[config.mk]
export PLATFORM = sky130hd
export DESIGN_NAME = burst_adr_gen
export DESIGN_NICKNAME = d
export VERILOG_FILES = /design/src/rtl/burst_adr_gen.sv
export SDC_FILE = /design/constraint.sdc
export NUM_CORES = 1
export LEC_CHECK = 0
export BUFFER_PORTS_ARGS = -buffer_cell sky130_fd_sc_hd__buf_2
export CORE_MARGIN = 2
export CORE_UTILIZATION = 55
export DETAILED_ROUTE_END_ITERATION = 7
export PLACE_DENSITY_LB_ADDON = 0.1
export SLEW_MARGIN = 10
export SYNTH_ARGS = -nofsm -noshare
export SYNTH_HDL_FRONTEND = slang
export SYNTH_SLANG_ARGS = --single-unit
[constraint.sdc]
create_clock -name clk -period 2.3 [get_ports clk]
set_input_delay 0.46 -clock clk [delete_from_list [all_inputs] [get_ports clk]]
set_output_delay 0.46 -clock clk [all_outputs]
set_load 0.005 [all_outputs]
[src/rtl/burst_adr_gen.sv]
// Wishbone burst address generator: linear / wrap-4/8/16 stepping, one step per accepted inc, registered outputs.
// init -> LOAD (1 cycle read lead) -> BURST/DONE; BURST_ADR_GEN_WRAP16_EN makes bte=11 a true wrap-16.
module burst_adr_gen #(
    parameter int ADR_WIDTH      = 24,
    parameter int LIN_BOUND_LOG2 = 4
) (
    input  logic                 clk,
    input  logic                 rst,
    input  logic [ADR_WIDTH-1:0] adr_i,
    input  logic [2:0]           cti_i,
    input  logic [1:0]           bte_i,
    input  logic                 init,
    input  logic                 inc,
    output logic [ADR_WIDTH-1:0] adr_o,
    output logic                 done,
    output logic                 last,
    output logic                 busy
);

    localparam int CW = LIN_BOUND_LOG2 + 1;
    localparam logic [CW-1:0] LIN_SPAN = {1'b1, {LIN_BOUND_LOG2{1'b0}}};

    typedef enum logic [1:0] {IDLE, LOAD, BURST, DONE} state_t;

    state_t                 state_q, state_d;
    logic [ADR_WIDTH-1:0]   adr_q, adr_d;
    logic [CW-1:0]          cnt_q, cnt_d;
    logic                   done_q, done_d;
    logic                   last_q, last_d;
    logic                   busy_q, busy_d;
    logic [ADR_WIDTH-1:0]   sh_adr_q, sh_adr_d;
    logic [2:0]             sh_cti_q, sh_cti_d;
    logic [1:0]             sh_bte_q, sh_bte_d;

    logic [CW-1:0]          lin_cnt;
    logic [CW-1:0]          load_cnt;
    logic [ADR_WIDTH-1:0]   wrap_mask;
    logic [ADR_WIDTH-1:0]   adr_inc;
    logic [ADR_WIDTH-1:0]   adr_step;

    // Beats remaining until the linear boundary, including the start beat.
    assign lin_cnt = LIN_SPAN - {1'b0, sh_adr_q[LIN_BOUND_LOG2-1:0]};

    always_comb begin
        load_cnt = lin_cnt;
        case (sh_bte_q)
            2'b01:   load_cnt = CW'(4);
            2'b10:   load_cnt = CW'(8);
            2'b11:   load_cnt = CW'(16);
            default: load_cnt = lin_cnt;
        endcase
    end

    // Bits covered by the mask increment; bits outside it are held.
    always_comb begin
        wrap_mask = '1;
        case (sh_bte_q)
            2'b01:   wrap_mask = ADR_WIDTH'(3);
            2'b10:   wrap_mask = ADR_WIDTH'(7);
`ifdef BURST_ADR_GEN_WRAP16_EN
            2'b11:   wrap_mask = ADR_WIDTH'(15);
`else
            2'b11:   wrap_mask = '1;
`endif
            default: wrap_mask = '1;
        endcase
    end

    assign adr_inc  = adr_q + ADR_WIDTH'(1);
    assign adr_step = (adr_q & ~wrap_mask) | (adr_inc & wrap_mask);

    always_ff @(posedge clk or posedge rst) begin
        if (rst) begin
            state_q <= IDLE;
        end else begin
            state_q <= state_d;
        end
    end

    always_comb begin
        state_d  = state_q;
        adr_d    = adr_q;
        cnt_d    = cnt_q;
        done_d   = done_q;
        last_d   = last_q;
        sh_adr_d = sh_adr_q;
        sh_cti_d = sh_cti_q;
        sh_bte_d = sh_bte_q;

        if (init) begin
            sh_adr_d = adr_i;
            sh_cti_d = cti_i;
            sh_bte_d = bte_i;
            state_d  = LOAD;
            done_d   = 1'b0;
            last_d   = 1'b0;
        end else begin
            case (state_q)
                LOAD: begin
                    adr_d = sh_adr_q;
                    cnt_d = load_cnt;
                    if (sh_cti_q == 3'b000 || sh_cti_q == 3'b111) begin
                        state_d = DONE;
                        done_d  = 1'b1;
                        last_d  = 1'b0;
                    end else begin
                        state_d = BURST;
                        last_d  = (load_cnt == CW'(1));
                    end
                end
                BURST: begin
                    if (inc) begin
                        adr_d = adr_step;
                        cnt_d = cnt_q - CW'(1);
                        if (cnt_q == CW'(1)) begin
                            state_d = DONE;
                            done_d  = 1'b1;
                            last_d  = 1'b0;
                        end else begin
                            last_d  = (cnt_q == CW'(2));
                        end
                    end
                end
                default: begin
                    state_d = state_q;
                end
            endcase
        end

        busy_d = (state_d == LOAD) || (state_d == BURST);
    end

    always_ff @(posedge clk or posedge rst) begin
        if (rst) begin
            adr_q    <= '0;
            cnt_q    <= '0;
            done_q   <= 1'b0;
            last_q   <= 1'b0;
            busy_q   <= 1'b0;
            sh_adr_q <= '0;
            sh_cti_q <= '0;
            sh_bte_q <= '0;
        end else begin
            adr_q    <= adr_d;
            cnt_q    <= cnt_d;
            done_q   <= done_d;
            last_q   <= last_d;
            busy_q   <= busy_d;
            sh_adr_q <= sh_adr_d;
            sh_cti_q <= sh_cti_d;
            sh_bte_q <= sh_bte_d;
        end
    end

    assign adr_o = adr_q;
    assign done  = done_q;
    assign last  = last_q;
    assign busy  = busy_q;

endmodule

==> metrics.yaml <==
global_route:
  track_usage_pct: 26.3
  grt_overflow: 0
  grt_pass1_wl_um: 13500
  antenna_found_initial: 0
  grt_pass1_vias: 2745
  grt_max_degree: 38
sta:
  setup_viol: 0
  fin_tns_setup_ns: 0
  rsz0062_at_grt: "false"
  period_needed_ns: 1.98
  fin_crit_sh_pct: 86.2
  worstMarginPinSlew_ns: 0.585
  max_freq_mhz: 504
  fin_ws_ns: 0.318
  finalHoldViolations: 0
  skew_ns: 0.00705
  drv_slew: 0
  holdWs_ns: 0.171
  slew_headroom_pct: 60.9
die:
  die_x_um: 82.7
  core-area_mm2: 0.00596
  ioPinCount: 60
  start_util_pct: 57.2
  rows: 28
  die_area_mm2: 0.00684
  die_y_um: 82.7
critical_path:
  cp_max_fo: 15
  cp.required_ns: 2.58
  critPathLaunchType: "flop"
  arrival_ns: 2.26
  worstRegToRegCells: 7
  path_class: "flop to flop"
  cp-end-kind: "flop"
cts:
  clock_latency_ns: 0.34
  cts_tree: "yes"
  h-tree-depth: 3
  postCtsHoldBufs: 0
  cts_setup_buffers: 0
  ctsResizeCount: 0
  clockRootBuffer: "clkbuf_8"
  clock_path_buffers: 2
  clkSinkCount: 63
  clk_pin_slew_ns: 0.07
  cts_buffers: 9
synthesis:
  syn_inst: 352
  ys_seq_elements: 63
  post_synth_instance_area_mm2: 0.00341
  avgSynthCellArea_um2: 9.68
  synth_fp_nets: 397
  synth_edf_count: 0
  yosys_most_used_dff: "dfrtp_1"
  async_reset_ff_share_pct: 100
  yosysMostFrequentCell: "dfrtp_1"
  ys_types: 50
  yosysSeqAreaShare_pct: 46.3
  yosysWarnings: 0
  yosys-top-cells-area: "dfrtp_1 46%, mux2_2 8.3%, ha_1 4.4%, nand2_1 4.0%, a21oi_1 3.7%"
  synth_top_area_share_pct: 46.3
  synth_commonest_cells: "63 x dfrtp_1, 36 x nand2_1, 25 x a21oi_1, 25 x mux2_2, 20 x nor2_1"
  synth_area_leader_cell: "dfrtp_1"
layout:
  n_antenna_cell: 0
  syn_to_final_growth_pct: 19.5
  nNetsFinal: 465
  fin_area_mm2: 0.00407
  drive_gt1_share_pct: 28.7
routing:
  routedLengthMet1_um: 3850
  wl_um: 8350
  first_pass_iters: 5
  route.met3.wl_um: 562
  wl_per_cell_um: 16.7
  drtAntennaViolNets: 0
  drc: 0
  highest_layer: "met4"
  vias: 3020
  drt_iter0_drc: 241
  viasPerCell: 6.04
  routed-wl-met2_um: 3840
pwr:
  p_per_area_mw_per_mm2: 1050
  vdd_ir_drop_max_mv: 0.452
  p_leak_nw: 1.87
place:
  portBuffers: 59
  place_area_mm2: 0.00385
  gp_congestion: 0.863
  place_hpwl_um: 5960
  dpl_worst_slack_ns: 0.341
worst_hold_path:
  hold_class: "input pin to async pin"
run_status:
  status: "finished clean"
run:
  cap_viol_max_count: 0
metal layers:
layer,vias to the layer above,global-route usage (%)
met2,144,40.6
met3,9,5.11
met4,0,9.84
met5,-,0
li1,1426,-
met1,1441,36.8
metrics by stage:
| stage | total power, mW | utilization, % | std cells |
|---|---|---|---|
| floorplan | 2.64 | - | 352 |
| global placement | 3.16 | 64.7 | 484 |
| detailed placement | 3.20 | 64.7 | 484 |
| CTS | 4.29 | 68.4 | 500 |
| global route | 4.60 | 68.4 | 500 |
| finish | 4.29 | 68.4 | 500 |
cell families after synthesis:
family | synth area share, %
flip-flops | 46.3
AND/OR/NAND/NOR | 18.4
adder cells (fa/ha/maj) | 4.41
buffers and inverters | 3.85
XOR/XNOR | 0.514
AO/OA/AOI/OAI | 16.0
multiplexers | 10.6
worst max-delay path, cell delays in order, from the launching register on:
cell	delay [ns]
dfrtp_1	0.38
inv_1	0.10
ha_1	0.27
buf_4	0.24
inv_1	0.07
or3_1	0.35
or4_1	0.40
nand3_1	0.10
path summary, 6_finish.rpt:
path | start | to | slack [ns]
worst max-delay path | state_q[0]$_DFF_PP0_ | flop | 0.32
worst min-delay path | rst | sh_adr_q[1]$_DFFE_PP0P_ | 0.17
worst max register to register | state_q[0]$_DFF_PP0_ | flop | 0.32
worst min register to register | done$_DFFE_PP0P_ | done$_DFFE_PP0P_ | 0.49
max in group asynchronous | rst | sh_adr_q[20]$_DFFE_PP0P_ | 1.52
min in group clk | adr_i[0] | sh_adr_q[0]$_DFFE_PP0P_ | 0.32
where the power goes:
| group | internal, mW | switching, mW | leakage (nW) | total, mW |
|---|---|---|---|---|
| Combinational | 0.634 | 0.712 | 1.00 | 1.35 |
| Clock | 0.636 | 0.451 | 0.116 | 1.09 |
| Sequential | 1.43 | 0.430 | 0.749 | 1.86 |
cell type report:
cell class              count  area [µm²]
clock inverters             6        83.8
inverters                  14        52.6
multi-input cells         257        1700
flip-flops and latches     63        1580
clock buffers              10         138
well taps                  75        93.8
fillers                   504        1880
repair buffers             75         428
placed cells by master, fill, tap and decap left out, drive strengths merged, types with 10 or more instances in the layout:
cell / count
a21oi: 25
buf: 75
mux2: 25
nand3: 18
dfrtp: 63
ha: 12
clkbuf: 10
nor2: 21
nor3: 11
o21ai: 31
inv: 14
nand2: 36
Power figures use the tool's default switching activity.
